==> src/rtl/jogo_sequencia_param_if.sv <==
// Player-side bundle of the sequence game.
// master drives iniciar/modo/chaves; slave is the game.
interface jogo_sequencia_param_if #(
  parameter int N_BOTOES  = 4,
  parameter int N_JOGADAS = 16
);
  localparam int W = $clog2(N_JOGADAS);

  logic                iniciar;
  logic                modo;
  logic [N_BOTOES-1:0] chaves;
  logic                acertou;
  logic                errou;
  logic                pronto;
  logic                timeout;
  logic [N_BOTOES-1:0] leds;
  logic [3:0]          db_estado;
  logic [W-1:0]        db_jogada;
  logic [W-1:0]        db_rodada;
  logic                db_igual;

  modport master (
    output iniciar, modo, chaves,
    input  acertou, errou, pronto, timeout,
    input  leds, db_estado, db_jogada,
    input  db_rodada, db_igual
  );

  modport slave (
    input  iniciar, modo, chaves,
    output acertou, errou, pronto, timeout,
    output leds, db_estado, db_jogada,
    output db_rodada, db_igual
  );
endinterface

==> src/rtl/jogo_sequencia_param.sv <==
// Memory-sequence game: control FSM plus datapath.
// Optional per-play timeout: define JOGO_TIMEOUT_EN.
module jogo_sequencia_param #(
  parameter int N_BOTOES       = 4,
  parameter int N_JOGADAS      = 16,
  parameter int TIMEOUT_CICLOS = 3000
) (
  input  logic                   clock,
  input  logic                   reset,
  jogo_sequencia_param_if.slave  bus
);
  localparam int W = $clog2(N_JOGADAS);
  localparam logic [N_BOTOES-1:0] UM =
    {{(N_BOTOES-1){1'b0}}, 1'b1};

  typedef enum logic [3:0] {
    INICIAL     = 4'd0,
    PREPARACAO  = 4'd1,
    ESPERA      = 4'd2,
    REGISTRA    = 4'd3,
    COMPARA     = 4'd4,
    PROX_JOGADA = 4'd5,
    PROX_RODADA = 4'd6,
    FIM_ACERTO  = 4'd8,
    FIM_ERRO    = 4'd9,
    FIM_TIMEOUT = 4'd10
  } estado_t;

  estado_t             r_estado;
  estado_t             w_prox;
  logic [W-1:0]        r_jogada;
  logic [W-1:0]        r_rodada;
  logic                r_modo;
  logic [N_BOTOES-1:0] r_chaves_ant;
  logic [N_BOTOES-1:0] r_play;
  logic [31:0]         w_idx;
  logic [N_BOTOES-1:0] w_esperado;
  logic [W-1:0]        w_limite;
  logic                w_jogada_feita;
  logic                w_igual;
  logic                w_estourou;

  assign w_idx      = 32'(r_jogada) % 32'(N_BOTOES);
  assign w_esperado = UM << w_idx;
  assign w_igual    = (r_play == w_esperado);
  assign w_limite   = r_modo ? r_rodada
                             : W'(N_JOGADAS - 1);
  assign w_jogada_feita = (|bus.chaves) &&
                          !(|r_chaves_ant);

`ifdef JOGO_TIMEOUT_EN
  localparam int CW = $clog2(TIMEOUT_CICLOS + 1);
  logic [CW-1:0] r_cnt;

  // wait counter: zero outside espera, counts inside it
  always_ff @(posedge clock or negedge reset) begin
    if (!reset)
      r_cnt <= '0;
    else if (r_estado == ESPERA)
      r_cnt <= r_cnt + 1'b1;
    else
      r_cnt <= '0;
  end

  assign w_estourou  = (r_cnt == CW'(TIMEOUT_CICLOS - 1));
  assign bus.timeout = (r_estado == FIM_TIMEOUT);
`else
  assign w_estourou  = 1'b0;
  assign bus.timeout = 1'b0;
`endif

  // state register
  always_ff @(posedge clock or negedge reset) begin
    if (!reset)
      r_estado <= INICIAL;
    else
      r_estado <= w_prox;
  end

  // next-state logic
  always_comb begin
    w_prox = r_estado;
    unique case (r_estado)
      INICIAL:
        if (bus.iniciar) w_prox = PREPARACAO;
      PREPARACAO:
        w_prox = ESPERA;
      ESPERA:
        if (w_jogada_feita)  w_prox = REGISTRA;
        else if (w_estourou) w_prox = FIM_TIMEOUT;
      REGISTRA:
        w_prox = COMPARA;
      COMPARA:
        if (!w_igual)
          w_prox = FIM_ERRO;
        else if (r_jogada == w_limite)
          w_prox = (!r_modo ||
                    r_rodada == W'(N_JOGADAS - 1))
                   ? FIM_ACERTO : PROX_RODADA;
        else
          w_prox = PROX_JOGADA;
      PROX_JOGADA, PROX_RODADA:
        w_prox = ESPERA;
      FIM_ACERTO, FIM_ERRO, FIM_TIMEOUT:
        if (bus.iniciar) w_prox = PREPARACAO;
      default:
        w_prox = INICIAL;
    endcase
  end

  // datapath: edge detector, play register, indices
  always_ff @(posedge clock or negedge reset) begin
    if (!reset) begin
      r_chaves_ant <= '0;
      r_play       <= '0;
      r_jogada     <= '0;
      r_rodada     <= '0;
      r_modo       <= 1'b0;
    end else begin
      r_chaves_ant <= bus.chaves;
      unique case (r_estado)
        PREPARACAO: begin
          r_play   <= '0;
          r_jogada <= '0;
          r_rodada <= '0;
          r_modo   <= bus.modo;
        end
        REGISTRA:
          r_play <= bus.chaves;
        PROX_JOGADA:
          r_jogada <= r_jogada + 1'b1;
        PROX_RODADA: begin
          r_rodada <= r_rodada + 1'b1;
          r_jogada <= '0;
        end
        default: ;
      endcase
    end
  end

  assign bus.pronto    = (r_estado == FIM_ACERTO) ||
                         (r_estado == FIM_ERRO)   ||
                         (r_estado == FIM_TIMEOUT);
  assign bus.acertou   = (r_estado == FIM_ACERTO);
  assign bus.errou     = (r_estado == FIM_ERRO) ||
                         (r_estado == FIM_TIMEOUT);
  assign bus.leds      = r_play;
  assign bus.db_estado = r_estado;
  assign bus.db_jogada = r_jogada;
  assign bus.db_rodada = r_rodada;
  assign bus.db_igual  = w_igual;
endmodule

==> src/flat_wrapper.sv <==
// flat-port wrapper written by rule: the top's interface ports become plain ports
module jogo_sequencia_param_flat 
#(
  parameter int N_BOTOES       = 4,
  parameter int N_JOGADAS      = 16,
  parameter int TIMEOUT_CICLOS = 3000
)
  (clock, reset, bus_iniciar, bus_modo, bus_chaves, bus_acertou, bus_errou, bus_pronto, bus_timeout, bus_leds, bus_db_estado, bus_db_jogada, bus_db_rodada, bus_db_igual);
  jogo_sequencia_param_if #(.N_BOTOES(N_BOTOES), .N_JOGADAS(N_JOGADAS)) bus_i ();
  input  logic clock;
  input  logic reset;
  input wire logic [$bits(bus_i.iniciar)-1:0] bus_iniciar;
  input wire logic [$bits(bus_i.modo)-1:0] bus_modo;
  input wire logic [$bits(bus_i.chaves)-1:0] bus_chaves;
  output wire logic [$bits(bus_i.acertou)-1:0] bus_acertou;
  output wire logic [$bits(bus_i.errou)-1:0] bus_errou;
  output wire logic [$bits(bus_i.pronto)-1:0] bus_pronto;
  output wire logic [$bits(bus_i.timeout)-1:0] bus_timeout;
  output wire logic [$bits(bus_i.leds)-1:0] bus_leds;
  output wire logic [$bits(bus_i.db_estado)-1:0] bus_db_estado;
  output wire logic [$bits(bus_i.db_jogada)-1:0] bus_db_jogada;
  output wire logic [$bits(bus_i.db_rodada)-1:0] bus_db_rodada;
  output wire logic [$bits(bus_i.db_igual)-1:0] bus_db_igual;
  assign bus_i.iniciar = bus_iniciar;
  assign bus_i.modo = bus_modo;
  assign bus_i.chaves = bus_chaves;
  assign bus_acertou = bus_i.acertou;
  assign bus_errou = bus_i.errou;
  assign bus_pronto = bus_i.pronto;
  assign bus_timeout = bus_i.timeout;
  assign bus_leds = bus_i.leds;
  assign bus_db_estado = bus_i.db_estado;
  assign bus_db_jogada = bus_i.db_jogada;
  assign bus_db_rodada = bus_i.db_rodada;
  assign bus_db_igual = bus_i.db_igual;
  jogo_sequencia_param #(.N_BOTOES(N_BOTOES), .N_JOGADAS(N_JOGADAS), .TIMEOUT_CICLOS(TIMEOUT_CICLOS)) u_core (.clock(clock), .reset(reset), .bus(bus_i));
endmodule
==> config.mk <==
export PLATFORM = sky130hd
export DESIGN_NAME = jogo_sequencia_param_flat
export DESIGN_NICKNAME = d
export VERILOG_FILES = /design/src/rtl/jogo_sequencia_param_if.sv /design/src/rtl/jogo_sequencia_param.sv /design/src/flat_wrapper.sv
export SDC_FILE = /design/constraint.sdc
export NUM_CORES = 1
export LEC_CHECK = 0
export ABC_AREA = 1
export CORE_ASPECT_RATIO = 1.4
export CORE_UTILIZATION = 51
export CTS_BUF_LIST = sky130_fd_sc_hd__clkbuf_4
export CTS_CLUSTER_DIAMETER = 100
export DETAILED_ROUTE_END_ITERATION = 10
export PLACE_DENSITY = 0.82
export SYNTH_ARGS = -nofsm -noshare
export SYNTH_HDL_FRONTEND = slang
export SYNTH_SLANG_ARGS = --single-unit
==> constraint.sdc <==
create_clock -name clock -period 1.9 [get_ports clock]
set_clock_uncertainty 0.1 [all_clocks]
set_input_delay 0.285 -clock clock [delete_from_list [all_inputs] [get_ports clock]]
set_output_delay 0.285 -clock clock [all_outputs]
set_load 0.01 [all_outputs]
# Yosys cells after proc, flatten, opt, wreduce, memory -nomap -nowiden
# Cells that the tools add are included.
[totals]
ff_bits = 21
input_bits = 8
out_inout_bits = 21
wordCells = 50
[classes]
addsub = 2
eq_ne = 14
shifts = 1
muxes = 10
reduce_logical = 17
[op_table]
columns = ["cell", "n"]
rows = [
  ["2-to-1 mux 4 bit", 6],
  ["case mux 4 bit (2 select lines)", 3],
  ["case mux 4 bit (5 select lines)", 1],
  ["equality test 4 bit, second input constant", 4],
  ["equality test 4 x 3 -> 1 bit, second input constant", 3],
  ["OR reduction 4 bit", 3],
  ["adder 4 x 1 -> 4 bit, second input constant", 2],
  ["equality test 4 x 2 -> 1 bit, second input constant", 2],
  ["equality test 4 bit", 2],
  ["nonzero test 2 bit", 3],
  ["equality test 4 x 1 -> 1 bit, second input constant", 1],
  ["logical NOT 4 bit", 1],
  ["logical OR 1 bit", 4],
  ["!= test 2 x 1 -> 1 bit, second input constant", 2],
  ["left shift 1 x 2 -> 4 bit, first input constant", 1],
  ["OR reduction 3 bit", 1],
  ["logical NOT 1 bit", 2],
  ["AND reduction 2 bit", 1],
  ["OR reduction 2 bit", 1],
  ["logical AND 1 bit", 1],
]

# Logic depth before layout (Yosys ltp)
[logic_depth]
depth_word = 6
ltp_mapped = 12
ltp_nobuf = 12

# Least setup slack after synthesis
# Ideal clock, no wire load.
[synth_timing]
path_type = "register -> register"
start = "reg u_core.r_jogada[0] (netlist: u_core.bus.db_jogada[0])"
end = "reg u_core.r_estado[0] (netlist: u_core.bus.db_estado[0])"
setup_time_ps = 116
arrival_time_ps = 1550
required_ps = 1684
setup_slack_ps = 134
stages_incl_launch_ff = 11
path_buffers = 0
synth_period_minus_slack_ps = 1766
path_cell_list = "dfrtp_1 inv_1 ha_1 xnor2_1 nand2_1 nor2_1 nand3_1 nand2_1 nand2_1 nand2_1 nand2_1"
[synth_between]
elab_chain_len = 4
elab_cells_between_ends = 6
cone_classes = "eq/ne (2); shift (1); mux (3)"
[synth_lines]
columns = ["element", "line", "rtl"]
rows = [
  ["from (decl)", "jogo_sequencia_param.sv:31", "logic [W-1:0] r_jogada;"],
  ["from (signal assigned)", "jogo_sequencia_param.sv:131", "r_jogada <= r_jogada + 1'b1;"],
  ["left shift 1 x 2 -> 4 bit", "jogo_sequencia_param.sv:44", "assign w_esperado = UM << w_idx;"],
  ["equality test 4 bit", "jogo_sequencia_param.sv:45", "assign w_igual = (r_play == w_esperado);"],
  ["net bus_db_igual", "flat_wrapper.sv:23", "output wire logic [$bits(bus_i.db_igual)-1:0] bus_db_igual;"],
  ["2-to-1 mux 4 bit", "jogo_sequencia_param.sv:94", "if (!w_igual)"],
  ["case mux 4 bit (5 select lines)", "jogo_sequencia_param.sv:83", "unique case (r_estado)"],
  ["to (signal assigned)", "jogo_sequencia_param.sv:77", "r_estado <= w_prox;"],
  ["to (decl)", "jogo_sequencia_param.sv:29", "estado_t r_estado;"],
]
# The timed path passes the listed nets, and every way through them passes these cells.
# A chain may end at the register's enable or synchronous reset.

# Worst setup path in the final report
[layout_timing]
start = "reg u_core.r_jogada[1] (netlist: u_core.bus.db_jogada[1])"
end = "out bus_db_igual"
[layout_between]
elab_chain_len = 2
[layout_lines]
columns = ["element", "line"]
rows = [
  ["left shift 1 x 2 -> 4 bit", "jogo_sequencia_param.sv:44"],
  ["equality test 4 bit", "jogo_sequencia_param.sv:45"],
  ["to (decl)", "flat_wrapper.sv:23"],
]
# No other way between the ends.

==> flow_metrics.env <==
export IMPL_outcome="finished, violations left"
export IMPL_violations="setup timing"
export IMPL_critPathCaptureType="output port"
export IMPL_maxCapViolCount=0
export IMPL_slowest_stage="dfrtp_1"
export IMPL_p_leak_nw=0.915
export IMPL_ys_flop_type="dfrtp_1"
export IMPL_area_growth_pct=42.0
export IMPL_cts_root_buf="clkbuf_4"
export IMPL_rows=20
export IMPL_setup_ws_ns=-0.0793
export IMPL_io_buffers=27
export IMPL_grt_max_degree=22
export IMPL_period_needed_ns=1.98
export IMPL_finalSetupViolations=1
export IMPL_synth_top_area_share_pct=43.3
export IMPL_wl_per_cell_um=13.3
export IMPL_crit_fanout=4
export IMPL_synth_seq_cells=21
export IMPL_cts_max_level=1
export IMPL_grt_overflow=0
export IMPL_die_area_um2=2580
export IMPL_crit_type="reg2out"
export IMPL_pwr_density_cell_nw_per_um2=1480
export IMPL_path_clk_slew_ns=0.12
export IMPL_clock_sinks=21
export IMPL_antenna_left=0
export IMPL_synthCells=162
export IMPL_drt_wl_total_um=3050
export IMPL_ys_top_cells_by_area="dfrtp_1 (43%), nand2_1 (13%), inv_1 (8.0%)"
export IMPL_clk_path_buf_depth=2
export IMPL_crit_top_cell="buf_6"
export IMPL_core_area_um2=2200
export IMPL_num_antenna_cells=0
export IMPL_rrSetupSlack_ns=0.15
export IMPL_arrival_ns=1.59
export IMPL_ys_seq_area_share_pct=43.3
export IMPL_finalHoldViolations=0
export IMPL_synthMostInstantiatedCell="nand2_1"
export IMPL_track_usage_pct=25.5
export IMPL_dr_pass1_iters=4
export IMPL_synth_top_area_cell="dfrtp_1"
export IMPL_yosys_warnings=0
export IMPL_grt_setup_unrepaired="yes"
export IMPL_worstPathCellList="buf_6 -> ha_4 -> xnor2_2 -> nand2_1 -> nor2_4 -> buf_6"
export IMPL_io_pins=29
export IMPL_die_h_um=59.7
export IMPL_cts_buffers=3
export IMPL_die_x_um=43.2
export IMPL_tritoncts="built"
export IMPL_hp_class="in2async"
export IMPL_avgSynthCellArea_um2=7.48
export IMPL_dp_hpwl_um=2160
export IMPL_cpPeakStageDelay_ns=0.45
export IMPL_async_flop_share_pct=100
export IMPL_postLayoutCoreUtil_pct=78.2
export IMPL_drtIter0Drc=33
export IMPL_ir_worst_vdd_mv=0.956
export IMPL_crit_family="flip-flops"
export IMPL_syn_area_um2=1210
export IMPL_synth_edf_count=0
export IMPL_hold_ws_ns=0.184
export IMPL_slew_viol_final=0
export IMPL_path_buf_inv=2
export IMPL_grt_pass1_vias=1183
export IMPL_clkLatencyLatePin_ns=0.32
export IMPL_vias=1196
export IMPL_grt_antenna_before_repair=0
export IMPL_ys_top_cells_by_count="nand2_1 (43), inv_1 (26), dfrtp_1 (21)"
export IMPL_fmax_ghz=0.505
export IMPL_crit_required_ns=1.51
export IMPL_synth_fp_nets=175
export IMPL_finish_net_count=221
export IMPL_viasPerCell=5.22
export IMPL_drive_gt1_share_pct=23.7
export IMPL_route_detailed_drc=0
export IMPL_start_util_pct=55.1
export IMPL_crit_path_start_kind="register"
export IMPL_grt_pass1_wl_um=4860
export IMPL_cts_hold_buf=0
export IMPL_finalCritPeriodShare_pct=104
export IMPL_synthDistinctLibCells=24
export IMPL_gp_congestion=0.823
area by class of cell:
| class | count | area, um2 |
|---|---|---|
| clock buffer | 3 | 22.5 |
| clock inverter | 1 | 5.00 |
| fill | 165 | 480 |
| inverter | 28 | 105 |
| multi-input combinational | 111 | 639 |
| sequential | 21 | 529 |
| tap | 22 | 27.5 |
| timing repair buffer | 43 | 393 |
cells by family after synthesis:
logic type / after synthesis / synth area share [%]
AOI/OAI and AO/OA: 22 / 9.70
xor gates and xnor gates: 4 / 2.89
adders and majority gates: 5 / 5.16
buffers and inverters: 30 / 9.70
DFF: 21 / 43.3
other: 1 / 0.309
and+or+nand+nor: 79 / 28.9
report_power, final:
part	leakage, nW	internal [mW]	switching (mW)
sequential	0.270	0.575	0.159
combinational	0.628	0.709	0.868
clock	0.0177	0.0792	0.150
total	0.915	1.36	1.18
layer usage:
layer  global-route usage (%)  wire length, um  vias up
met5                        0                0        -
met4                     13.9               57        0
met3                     3.63              170        5
met2                     49.7             1650       52
met1                     25.0             1170      543
li1                         -                -      596
stage by stage:
step | instances | cell area [um2] | worst slack (ns) | setup TNS [ns] | total power, mW
3_5_place_dp | 218 | 1570 | -0.231 | -0.231 | 2.07
3_3_place_gp | 218 | 1570 | -0.143 | -0.143 | 2.03
6_report | 229 | 1720 | -0.0793 | -0.0793 | 2.54
5_1_grt | 229 | 1720 | -0.105 | -0.105 | 2.73
4_1_cts | 225 | 1620 | -0.0674 | -0.0674 | 2.34
2_1_floorplan | 162 | 1210 | 0.134 | 0 | 1.49
worst paths after layout:
kind | startpoint | depth (start not counted) | end
max reg2reg | u_core.bus.db_jogada[1] | 11 | u_core.bus.db_estado[0]
min reg2reg | u_core.bus.db_rodada[3] | 1 | u_core.bus.db_rodada[3]
max in group asynchronous | reset | 2 | u_core.bus.db_estado[0]
min | reset | 2 | u_core.r_modo
min in group clock | bus_chaves[3] | 1 | u_core.r_chaves_ant[3]
max | u_core.bus.db_jogada[1] | 6 | bus_db_igual
registers in the layout, indices dropped and copies added (netlist names):
name	flops
u_core.bus.db_rodada	4
u_core.r_chaves_ant	4
u_core.bus.db_jogada	4
u_core.r_modo	1
u_core.bus.leds	4
u_core.bus.db_estado	4
worst reg2reg max path, cell delays in order, from the launching register on:
cell and delay (ns):
dfrtp_1 0.45, buf_6 0.15, ha_4 0.15, xnor2_2 0.15
nand2_1 0.11, nor2_4 0.14, buf_4 0.14, nand3_1 0.06
nand2_1 0.07, nand2_1 0.04, nand2_1 0.05, nand2_1 0.04
timing repair:
action | in CTS | in global routing
pin swaps | 4 | 4
endpoints found under the hold margin | 0 | 0
setup buffers | 3 | 4
endpoints found under the setup margin | 4 | 3
gates cloned | 0 | 0
gates resized for setup | 14 | 20
placed cells by master (no fill, tap or decap), drive strengths merged:
cell type | Yosys | layout
o21ai | 17 | 17
nand4 | 4 | 4
clkinv | 0 | 1
nand2 | 47 | 47
clkdlybuf4s50 | 0 | 21
or2 | 1 | 1
ha | 5 | 5
nor2 | 18 | 18
a21oi | 3 | 3
dfrtp | 21 | 21
nor4 | 1 | 1
dlymetal6s2s | 0 | 2
o22a | 1 | 1
buf | 2 | 17
nor3 | 2 | 2
inv | 28 | 28
o32ai | 1 | 1
dlygate4sd2 | 0 | 2
conb | 1 | 1
nand3 | 6 | 6
xnor2 | 3 | 3
clkbuf | 0 | 4
xor2 | 1 | 1
Power figures use the tool's default switching activity.
